$ cat config.mk
export PLATFORM = sky130hd
export DESIGN_NAME = branch_resolve_unit_flat
export DESIGN_NICKNAME = d
export VERILOG_FILES = /design/src/rtl/branch_resolve_unit_if.sv /design/src/rtl/branch_resolve_unit.sv /design/src/flat_wrapper.sv
export SDC_FILE = /design/constraint.sdc
export NUM_CORES = 1
export LEC_CHECK = 0
export ABC_AREA = 1
export CORE_ASPECT_RATIO = 1.2
export CORE_UTILIZATION = 55
export DETAILED_ROUTE_END_ITERATION = 10
export PLACE_DENSITY = 0.83
export SLEW_MARGIN = 20
export SYNTH_ARGS = -nofsm -noshare
export SYNTH_HDL_FRONTEND = slang
export SYNTH_SLANG_ARGS = --single-unit
$ cat constraint.sdc
create_clock -name clk -period 12.6 [get_ports clk]
set_input_delay 2.52 -clock clk [delete_from_list [all_inputs] [get_ports clk]]
set_output_delay 2.52 -clock clk [all_outputs]
set_load 0.01 [all_outputs]
$ cat src/rtl/branch_resolve_unit_if.sv
// Decode/AGEX <-> branch resolve unit bundle: prediction push, resolve, predictor update and
// redirect.
interface branch_resolve_unit_if #(
    parameter int unsigned DBITS  = 32,
    parameter int unsigned BPBITS = 8
);
    logic                      push_valid;
    logic                      push_ready;
    logic [DBITS-1:0]          push_pc;
    logic [BPBITS-1:0]         push_idx;
    logic                      push_taken;
    logic [DBITS-1:0]          push_target;
    logic                      res_valid;
    logic                      res_taken;
    logic [DBITS-1:0]          res_target;
    logic [2+BPBITS+DBITS-1:0] to_BP;
    logic                      redirect_valid;
    logic [DBITS-1:0]          redirect_pc;
    logic                      underflow_err;
    logic [31:0]               stat_branches;
    logic [31:0]               stat_mispred;

    modport master (
        output push_valid, push_pc, push_idx, push_taken, push_target,
        output res_valid, res_taken, res_target,
        input  push_ready, to_BP, redirect_valid, redirect_pc, underflow_err,
        input  stat_branches, stat_mispred
    );

    modport slave (
        input  push_valid, push_pc, push_idx, push_taken, push_target,
        input  res_valid, res_taken, res_target,
        output push_ready, to_BP, redirect_valid, redirect_pc, underflow_err,
        output stat_branches, stat_mispred
    );
endinterface

$ cat src/rtl/branch_resolve_unit.sv
// In-order queue of decode-time branch predictions, resolved against AGEX outcomes.
// Define BRU_STATS_EN to build the resolved/mispredict counters.
module branch_resolve_unit #(
    parameter int unsigned DBITS  = 32,
    parameter int unsigned BPBITS = 8,
    parameter int unsigned DEPTH  = 4
) (
    input  logic                  clk,
    input  logic                  reset,
    branch_resolve_unit_if.slave  bus
);
    localparam int unsigned PW = $clog2(DEPTH);
    localparam int unsigned CW = PW + 1;

    logic [DBITS-1:0]  pc_q     [DEPTH];
    logic [BPBITS-1:0] idx_q    [DEPTH];
    logic              taken_q  [DEPTH];
    logic [DBITS-1:0]  target_q [DEPTH];

    logic [PW-1:0] wr_ptr_q, wr_ptr_d, rd_ptr_q, rd_ptr_d;
    logic [CW-1:0] count_q, count_d;

    logic              val_q, val_d, dir_q, dir_d;
    logic [BPBITS-1:0] uidx_q, uidx_d;
    logic [DBITS-1:0]  utgt_q, utgt_d;
    logic              redir_q, redir_d;
    logic [DBITS-1:0]  redir_pc_q, redir_pc_d;
    logic              uflow_q, uflow_d;

    logic             full, push_fire, res_fire, mispredict, wr_en;
    logic [DBITS-1:0] actual_next;

    always_comb begin
        full        = (count_q == CW'(DEPTH));
        push_fire   = bus.push_valid && !full;
        res_fire    = bus.res_valid && (count_q != '0);
        actual_next = bus.res_taken ? bus.res_target : pc_q[rd_ptr_q] + DBITS'(4);
        mispredict  = res_fire && ((taken_q[rd_ptr_q] != bus.res_taken) ||
                                   (target_q[rd_ptr_q] != actual_next));
        // A push alongside a mispredict is on the wrong path and is dropped.
        wr_en       = push_fire && !mispredict;

        wr_ptr_d = wr_ptr_q;
        rd_ptr_d = rd_ptr_q;
        count_d  = count_q;
        if (mispredict) begin
            rd_ptr_d = wr_ptr_q;
            count_d  = '0;
        end else begin
            if (push_fire) wr_ptr_d = wr_ptr_q + PW'(1);
            if (res_fire)  rd_ptr_d = rd_ptr_q + PW'(1);
            count_d = count_q + CW'(push_fire) - CW'(res_fire);
        end

        val_d      = res_fire;
        dir_d      = res_fire && bus.res_taken;
        uidx_d     = res_fire ? idx_q[rd_ptr_q] : '0;
        utgt_d     = res_fire ? actual_next : '0;
        redir_d    = mispredict;
        redir_pc_d = res_fire ? actual_next : '0;
        uflow_d    = uflow_q || (bus.res_valid && (count_q == '0));
    end

    // Entry storage needs no reset: it is only read while count is non-zero.
    always_ff @(posedge clk) begin
        if (wr_en) begin
            pc_q[wr_ptr_q]     <= bus.push_pc;
            idx_q[wr_ptr_q]    <= bus.push_idx;
            taken_q[wr_ptr_q]  <= bus.push_taken;
            target_q[wr_ptr_q] <= bus.push_target;
        end
    end

    always_ff @(posedge clk or posedge reset) begin
        if (reset) begin
            wr_ptr_q   <= '0;
            rd_ptr_q   <= '0;
            count_q    <= '0;
            val_q      <= 1'b0;
            dir_q      <= 1'b0;
            uidx_q     <= '0;
            utgt_q     <= '0;
            redir_q    <= 1'b0;
            redir_pc_q <= '0;
            uflow_q    <= 1'b0;
        end else begin
            wr_ptr_q   <= wr_ptr_d;
            rd_ptr_q   <= rd_ptr_d;
            count_q    <= count_d;
            val_q      <= val_d;
            dir_q      <= dir_d;
            uidx_q     <= uidx_d;
            utgt_q     <= utgt_d;
            redir_q    <= redir_d;
            redir_pc_q <= redir_pc_d;
            uflow_q    <= uflow_d;
        end
    end

    assign bus.push_ready     = !full;
    assign bus.to_BP          = {val_q, dir_q, uidx_q, utgt_q};
    assign bus.redirect_valid = redir_q;
    assign bus.redirect_pc    = redir_pc_q;
    assign bus.underflow_err  = uflow_q;

`ifdef BRU_STATS_EN
    logic [31:0] stat_br_q, stat_br_d, stat_mp_q, stat_mp_d;

    always_comb begin
        stat_br_d = stat_br_q;
        stat_mp_d = stat_mp_q;
        if (res_fire && (stat_br_q != '1))   stat_br_d = stat_br_q + 32'd1;
        if (mispredict && (stat_mp_q != '1)) stat_mp_d = stat_mp_q + 32'd1;
    end

    always_ff @(posedge clk or posedge reset) begin
        if (reset) begin
            stat_br_q <= '0;
            stat_mp_q <= '0;
        end else begin
            stat_br_q <= stat_br_d;
            stat_mp_q <= stat_mp_d;
        end
    end

    assign bus.stat_branches = stat_br_q;
    assign bus.stat_mispred  = stat_mp_q;
`else
    assign bus.stat_branches = '0;
    assign bus.stat_mispred  = '0;
`endif
endmodule

$ cat src/flat_wrapper.sv
// flat-port wrapper written by rule: the top's interface ports become plain ports
module branch_resolve_unit_flat 
#(
    parameter int unsigned DBITS  = 32,
    parameter int unsigned BPBITS = 8,
    parameter int unsigned DEPTH  = 4
)
  (clk, reset, bus_push_valid, bus_push_pc, bus_push_idx, bus_push_taken, bus_push_target, bus_res_valid, bus_res_taken, bus_res_target, bus_push_ready, bus_to_BP, bus_redirect_valid, bus_redirect_pc, bus_underflow_err, bus_stat_branches, bus_stat_mispred);
  branch_resolve_unit_if #(.DBITS(DBITS), .BPBITS(BPBITS)) bus_i ();
  input  logic clk;
  input  logic reset;
  input wire logic [$bits(bus_i.push_valid)-1:0] bus_push_valid;
  input wire logic [$bits(bus_i.push_pc)-1:0] bus_push_pc;
  input wire logic [$bits(bus_i.push_idx)-1:0] bus_push_idx;
  input wire logic [$bits(bus_i.push_taken)-1:0] bus_push_taken;
  input wire logic [$bits(bus_i.push_target)-1:0] bus_push_target;
  input wire logic [$bits(bus_i.res_valid)-1:0] bus_res_valid;
  input wire logic [$bits(bus_i.res_taken)-1:0] bus_res_taken;
  input wire logic [$bits(bus_i.res_target)-1:0] bus_res_target;
  output wire logic [$bits(bus_i.push_ready)-1:0] bus_push_ready;
  output wire logic [$bits(bus_i.to_BP)-1:0] bus_to_BP;
  output wire logic [$bits(bus_i.redirect_valid)-1:0] bus_redirect_valid;
  output wire logic [$bits(bus_i.redirect_pc)-1:0] bus_redirect_pc;
  output wire logic [$bits(bus_i.underflow_err)-1:0] bus_underflow_err;
  output wire logic [$bits(bus_i.stat_branches)-1:0] bus_stat_branches;
  output wire logic [$bits(bus_i.stat_mispred)-1:0] bus_stat_mispred;
  assign bus_i.push_valid = bus_push_valid;
  assign bus_i.push_pc = bus_push_pc;
  assign bus_i.push_idx = bus_push_idx;
  assign bus_i.push_taken = bus_push_taken;
  assign bus_i.push_target = bus_push_target;
  assign bus_i.res_valid = bus_res_valid;
  assign bus_i.res_taken = bus_res_taken;
  assign bus_i.res_target = bus_res_target;
  assign bus_push_ready = bus_i.push_ready;
  assign bus_to_BP = bus_i.to_BP;
  assign bus_redirect_valid = bus_i.redirect_valid;
  assign bus_redirect_pc = bus_i.redirect_pc;
  assign bus_underflow_err = bus_i.underflow_err;
  assign bus_stat_branches = bus_i.stat_branches;
  assign bus_stat_mispred = bus_i.stat_mispred;
  branch_resolve_unit #(.DBITS(DBITS), .BPBITS(BPBITS), .DEPTH(DEPTH)) u_core (.clk(clk), .reset(reset), .bus(bus_i));
endmodule
==> results by group, run 1 <==
Timing
  – Slew @ Worst Pin: about 1.1 ns
  – Slew margin rel.: ~28%
  – Fin crit share: between 50% and 60%
  – Final Hold Vio Count: 0
  – FMAX: between 0.1 and 0.15 GHz
  – Hold_ws: 0.479 ns
  – Tmin final: just over 7 ns
  – Finish-stage setup viols: 0
  – Clock skew: ~0.028 ns
  – Setup tns final: 0 ns
  – Count of final max-slew check failures: 0
  – Setup ws final: roughly 5.4 ns
  – RSZ-0062 raised after global routing: false

Worst hold path
  – Hold Path Class: reg2reg
  – Worst Hold Depth: 1
  – Hold Startpoint: u_core.bus.underflow_err$_DFF_PP0_
  – Hold endpoint: u_core.bus.underflow_err$_DFF_PP0_

Drt
  – Final WL: between 40000 and 50000 microns
  – Pre-Repair DR Iteration Count: 7
  – M1 wire length: 15300 microns
  – Met2 wire len: just over 20000 microns
  – Vias per inst: between 5 and 6
  – DR WL met3: between 3000 and 4000 microns
  – Post-route DRC violation count: 0
  – Max Used Layer: met4
  – Starting DRC count in detailed routing: 945
  – Routed vias: 12000
  – Average wire per standard cell: about 18 microns
  – Routed Antenna Nets: 0

Pwr
  – Clock network power share: 21.7%
  – Comb pwr share: 41.5%
  – Sequential power share: 36.8%
  – PD cells: 220 nW/um^2
  – Cell Int Power: 2.50 mW
  – Sw Ratio: around two fifths
  – P_sw: 1.67 mW
  – Leakage Power: around 7.7 nW
  – Max VDD drop: roughly 0.12 mV

Setup path
  – Critical path data required time: approximately 13 ns
  – FF-to-FF End: u_core.target_q[0][4]$_DFFE_PP_
  – CP dominant cell by count: nor2_1
  – R2R setup slack: 5.96 ns
  – WS Path Type: in2reg
  – CP max-delay cell: clkdlybuf4s50_1
  – Worst path max stage delay: 0.83 ns
  – Critical Path AT: between 7 and 8 ns
  – Crit-path cells: clkdlybuf4s50_1 > inv_1 > buf_4 > nand3_1 > o21ai_1 > nor2_1 > nor2_1 > nand2_1 > nor2_1 > nand3_1 > nor2_1 > nand3_1 > nor3_4 > nand3_2 > nand2_4 > nand2_4 > nor2_4 > buf_4
  – Critical-path maximum fanout: 48
  – Crit start category: input port
  – R2R Path Start: u_core.rd_ptr_q[0]$_DFFE_PP0P_
  – R2R depth: 24
  – CP endpoint kind: flop

Final layout
  – Nets: ~1900
  – Layout area overhead: 15.8%
  – Diodes inserted: 0
  – Share of layout cells above drive strength 1: between 7 and 8%
  – Layout Cells excl Fill: about 2200

Synthesis
  – Post-synthesis sequential area ratio: approximately three fifths
  – Synth area leader: edfxtp_1
  – Synth unique cells: 37
  – Post-synthesis instance area: approximately 16000 sq um
  – Syn avg cell area: around 9.8 sq um
  – Synth top area share: a little over half
  – Async set or reset register ratio after synthesis: between 10% and 20%
  – Synthesis Warnings: 0
  – Top-count cell post-synth: nand2_1
  – Top_reg_cell synth: edfxtp_1
  – Yosys reg bits: 343
  – Commonest cells post-synth: nand2_1 (577), edfxtp_1 (292), nand3_1 (157)
  – Largest cells by area after synthesis: edfxtp_1 (54%), nand2_1 (13%), dfrtp_1 (7.8%)
  – Post-synth EDFFs: just under 300
  – Mapped Cells: about 1700

Outcome
  – Status: finished, final reports clean

Placed design
  – Placed insts: around 2100
  – DP Worst Slack: roughly 4.8 ns
  – Final RePlAce weighted congestion: ~0.93
  – Number of port buffers: roughly 190
  – Hpwl dp: 27300 microns

Global route
  – First-pass GRT wire length: ~61000 microns
  – GRT Total Usage: 26.2%
  – Vias in the first global route: 11200
  – Initial antenna violation count: 0
  – Largest net degree at the start of global routing: 84
  – GRT overflow: 0

Clock tree
  – Post_cts resized: 0
  – Number of buffers added for setup after CTS: 0
  – CTS HTree Levels: 1
  – # hold bufs at CTS: 0
  – CTS Buf Count: 31
  – Clock Tree Root: clkbuf_16
  – Worst-case clock buffer depth: 3
  – Clk Latency, worst-skew pair: 0.59 ns
  – CTS tree: built
  – Clock sinks: 343
  – Clk slew on worst S/H paths: 0.06 ns

Flow run
  – Max-Cap Viols: 0

Floorplan
  – Die X: roughly 160 microns
  – Ports: 251
  – Core area: approximately 29000 sq um
  – Initial core utilization: 56.4%
  – Rows: 68
  – Die ar.: between 30000 and 40000 sq um
  – Die height: around 190 microns
[how the worst max path moves through the flow]
stage	from	to	slack, ns
final	bus_res_taken	u_core.target_q[0][4]$_DFFE_PP_	5.39
after global routing	bus_res_taken	u_core.target_q[0][6]$_DFFE_PP_	5.01
after CTS	bus_res_taken	u_core.target_q[1][17]$_DFFE_PP_	5.37
after detailed placement	bus_res_taken	u_core.target_q[1][5]$_DFFE_PP_	4.78
after global placement	bus_res_taken	u_core.idx_q[1][2]$_DFFE_PP_	4.94
after floorplan	bus_res_taken	u_core.idx_q[0][0]$_DFFE_PP_	6.12
[through the flow]
stage               instance area, sq um  util [%]  total power [mW]
global placement                   17900      61.8              3.22
floorplan                          16600         -              2.75
detailed placement                 17900      61.8              3.26
global route                       18900      65.3              4.42
CTS                                18900      65.2              4.17
finish                             18900      65.3              4.18
[routing by layer]
layer  vias to the layer above  track usage, %
met3                        75            3.35
met2                       595            47.4
li1                       5658               -
met1                      5697            32.2
met5                         -               0
met4                         0            9.69
[power groups by stage]
stage / logic (mW) / clock network [mW] / registers [mW]
3_5_place_dp: 1.71 / 0 / 1.56
5_1_grt: 1.91 / 0.957 / 1.55
4_1_cts: 1.72 / 0.913 / 1.54
2_1_floorplan: 1.21 / 0 / 1.54
6_report: 1.73 / 0.907 / 1.54
3_3_place_gp: 1.67 / 0 / 1.55
[cell usage in the layout (no fill, tap or decap), types with 2 or more instances in the layout]
| cell type | count |
|---|---|
| a21oi_1 | 50 |
| inv_2 | 6 |
| nand4_1 | 8 |
| nand2_2 | 8 |
| o21ai_0 | 30 |
| inv_1 | 78 |
| a32oi_1 | 25 |
| nand3_2 | 5 |
| clkinv_1 | 3 |
| nor2_2 | 17 |
| edfxtp_1 | 292 |
| nand2_1 | 576 |
| xor2_1 | 2 |
| clkbuf_1 | 5 |
| and2_1 | 2 |
| clkbuf_16 | 31 |
| nand3_1 | 157 |
| nand3b_1 | 7 |
| nor2_4 | 10 |
| nand2_4 | 2 |
| clkinvlp_4 | 2 |
| clkbuf_8 | 6 |
| buf_4 | 12 |
| clkinv_2 | 9 |
| or2_2 | 20 |
| o21ai_1 | 2 |
| conb_1 | 64 |
| o22ai_1 | 5 |
| ha_1 | 7 |
| dfrtp_1 | 49 |
| clkdlybuf4s50_1 | 186 |
| nor2_1 | 131 |
[area by class of cell]
class	instances	area, sq um
multi-input combinational	1136	5110
tap	385	482
clock inverter	16	125
sequential	343	10000
inverter	86	327
fill	2141	10100
clock buffer	42	877
timing repair buffer	199	1970
[critical path, delay by kind of cell]
kind	cells	cell delay, ns
and+or+nand+nor	13	2.25
AOI/OAI and AO/OA	1	0.14
buffers and inverters	4	2.44
[sequential cells by signal, summed over array words and instances (netlist names)]
register,cells
u_core.bus.redirect_valid,1
u_core.wr_ptr_q,2
u_core.pc_q,128
u_core.utgt_q,32
u_core.count_q,3
u_core.bus.underflow_err,1
u_core.uidx_q,8
u_core.val_q,1
u_core.dir_q,1
u_core.rd_ptr_q,2
u_core.idx_q,32
u_core.taken_q,4
u_core.target_q,128
[logic make-up after synthesis]
group	after synthesis	synth area share, %
other cells	1	0.0229
simple gates	945	24.6
fa+ha+maj	8	0.658
buf+inv	250	8.91
flops	343	61.4
compound gates	116	4.23
xor+xnor	3	0.161
Power figures use the tool's default switching activity.
==> run 2, diff against run 1 <==
--- a/config.mk
+++ b/config.mk
@@ -7,9 +7,9 @@
 export LEC_CHECK = 0
 export ABC_AREA = 1
 export CORE_ASPECT_RATIO = 1.2
-export CORE_UTILIZATION = 55
+export CORE_UTILIZATION = 49
 export DETAILED_ROUTE_END_ITERATION = 10
-export PLACE_DENSITY = 0.83
+export PLACE_DENSITY = 0.78
 export SLEW_MARGIN = 20
 export SYNTH_ARGS = -nofsm -noshare
 export SYNTH_HDL_FRONTEND = slang
==> constraint.sdc (replaced) <==
create_clock -name clk -period 5.8 [get_ports clk]
set_input_delay 1.16 -clock clk [delete_from_list [all_inputs] [get_ports clk]]
set_output_delay 1.16 -clock clk [all_outputs]
set_load 0.01 [all_outputs]
==> results by group, run 2 (same netlist as run 1, synthesis figures left out) <==
Clock tree
  – # hold bufs at CTS: 0 (unchanged)
  – CTS HTree Levels: 2 (was 1)
  – Clk Latency, worst-skew pair: 0.54 ns (was 0.59 ns)
  – Number of buffers added for setup after CTS: 0 (unchanged)
  – CTS tree: built (unchanged)
  – CTS Buf Count: 35 (was 31)
  – Clock sinks: 343 (unchanged)
  – Clock Tree Root: clkbuf_16 (unchanged)
  – Post_cts resized: 0 (unchanged)
  – Worst-case clock buffer depth: 3 (unchanged)
  – Clk slew on worst S/H paths: 0.06 ns (about the same)

Setup path
  – Critical Path AT: 5.00 ns (was 7.42 ns)
  – CP endpoint kind: flop (unchanged)
  – Critical path data required time: 5.96 ns (was 12.82 ns)
  – Crit start category: flop (was input port)
  – WS Path Type: reg2reg (was in2reg)
  – Critical-path maximum fanout: 47 (was 48)

Final layout
  – Leading cell type in the layout, fill and taps excluded: nand2_1 (unchanged)
  – Largest regs: u_core.pc_q: 128 flops, u_core.target_q: 128 flops (unchanged)
  – Layout area overhead: 17.2% (was 15.8%)
  – Share of layout cells above drive strength 1: 7.89% (was 7.52%)
  – Commonest non-fill, non-tap cells in the layout: nand2_1 (576), edfxtp_1 (292), clkdlybuf4s50_1 (186) (unchanged)
  – # fillers: 2626 (was 2141)
  – Nets: 1928 (was 1915)
  – Post-layout util: 58.9% (was 65.3%)

Global route
  – GRT Total Usage: 25.0% (was 26.2%)
  – GRT overflow: 0 (unchanged)
  – Initial antenna violation count: 2 (was 0)
  – Largest net degree at the start of global routing: 70 (was 84)
  – First-pass GRT wire length: 64300 microns (was 60600 microns)
  – Vias in the first global route: 11500 (was 11200)

Timing
  – Slew margin rel.: 47.3% (was 27.8%)
  – Clock skew: 0.0233 ns (was 0.0280 ns)
  – Slew @ Worst Pin: 0.791 ns (was 1.08 ns)
  – FMAX: just over 0.2 GHz
  – Count of final max-slew check failures: 0 (unchanged)
  – RSZ-0062 raised after global routing: false (unchanged)
  – Final Hold Vio Count: 0 (unchanged)
  – Finish-stage setup viols: 0 (unchanged)
  – Tmin final: about 4.8 ns
  – Setup tns final: 0 ns (unchanged)
  – Fin crit share: 83.5%
  – Setup ws final: 0.956 ns (was 5.39 ns)

Worst hold path
  – Hold Path Class: reg2reg (unchanged)

Drt
  – Starting DRC count in detailed routing: 1129 (was 945)
  – Post-route DRC violation count: 0 (unchanged)
  – Routed Antenna Nets: 0 (unchanged)
  – Final WL: 42200 microns (was 40000 microns)
  – Routed vias: 12000 (about the same)
  – Pre-Repair DR Iteration Count: 5 (was 7)
  – Vias per inst: 5.28 (was 5.45)
  – Average wire per standard cell: 18.5 microns (was 18.1 microns)

Outcome
  – Status: finished, final reports clean (unchanged)

Flow run
  – Max-Cap Viols: 0 (unchanged)

Floorplan
  – Initial core utilization: 50.3% (was 56.4%)
  – Die height: 202 microns (was 191 microns)
  – Ports: 251 (unchanged)
  – Die ar.: 34100 sq um (was 30400 sq um)
  – Die X: 169 microns (was 159 microns)
  – Rows: 72 (was 68)
  – Core area: 32500 sq um (was 29000 sq um)

Pwr
  – Leakage Power: 7.73 nW (was 7.66 nW)
  – PD cells: 481 nW/um^2 (was 220 nW/um^2)
  – Max VDD drop: 0.340 mV (was 0.120 mV)

Placed design
  – Final RePlAce weighted congestion: 0.912 (was 0.935)
  – DP Worst Slack: 0.904 ns (was 4.78 ns)
  – Hpwl dp: 29400 microns (was 27300 microns)
  – Number of port buffers: 186 (unchanged)
## run 2: cell types whose count changed in the layout (fill, tap and decap cells not counted), moves of 2 or more
cell and delta:
clkbuf_8 -4, buf_4 +8, clkinv_1 +2, clkbuf_1 +6, clkinvlp_4 -2, clkbuf_16 +4
clkinv_2 -2
## run 2: layout make-up
type                    count  area [sq um]  area share [%]
well taps                 444           556            2.90
inverters                  86           327            1.70
flip-flops and latches    343         10000            52.4
clock buffers              48           945            4.93
multi-input cells        1136          5110            26.7
diodes                      1          2.50          0.0131
clock inverters            16           124           0.646
repair buffers            208          2050            10.7
## run 2: report_power, final
group | total [mW] | internal [mW] | switching (mW)
Clock | 2.09 | 1.16 | 0.933
Sequential | 3.34 | 3.14 | 0.198
Combinational | 3.79 | 1.21 | 2.58
## run 2: worst paths after layout
path	startpoint	endpoint	slack, ns	depth (start not counted)
max in group asynchronous	reset	u_core.rd_ptr_q[0]$_DFFE_PP0P_	4.14	3
min reg2reg	u_core.bus.underflow_err$_DFF_PP0_	u_core.bus.underflow_err$_DFF_PP0_	0.48	1
max	u_core.rd_ptr_q[0]$_DFFE_PP0P_	u_core.pc_q[3][2]$_DFFE_PP_	0.96	21
min in group asynchronous	reset	u_core.uidx_q[2]$_DFF_PP0_	1.14	3
min	u_core.bus.underflow_err$_DFF_PP0_	u_core.bus.underflow_err$_DFF_PP0_	0.48	1
max reg2reg	u_core.rd_ptr_q[0]$_DFFE_PP0P_	u_core.pc_q[3][2]$_DFFE_PP_	0.96	21
## run 2: per-layer routing
layer | part of all wire [%] | GRT usage [%]
met4 | 3.2 | 9.74
met3 | 6.7 | 3.33
met5 | 0.036 | 0
met2 | 50 | 43.5
met1 | 40 | 31.6
## run 2: critical path, cell delays in order, from the launching register on
cell and delay, ns:
dfrtp_4 0.67, inv_4 0.47, buf_4 0.38, nand2_1 0.13, nand3_1 0.11, nand2_1 0.13
nor2_1 0.15, nand2_1 0.13, nor2_2 0.23, nand2_1 0.11, nand2_1 0.07, nand3_1 0.15
nand3b_1 0.13, nand2_1 0.06, nor2_1 0.10, nand3_1 0.13, nor3_4 0.19, nand3_2 0.15
nand2_4 0.12, nand2_4 0.11, nor2_4 0.11, buf_4 0.54
## run 2: stage by stage
| step | cells | power, mW | area [sq um] | hold WS [ns] |
|---|---|---|---|---|
| floorplan | 1729 | 5.98 | 16600 | 0.500 |
| global placement | 2217 | 7.06 | 18100 | 0.455 |
| CTS | 2281 | 9.25 | 19200 | 0.488 |
| detailed placement | 2217 | 7.15 | 18100 | 0.473 |
| finish | 2282 | 9.22 | 19200 | 0.480 |
| global route | 2282 | 9.78 | 19200 | 0.499 |
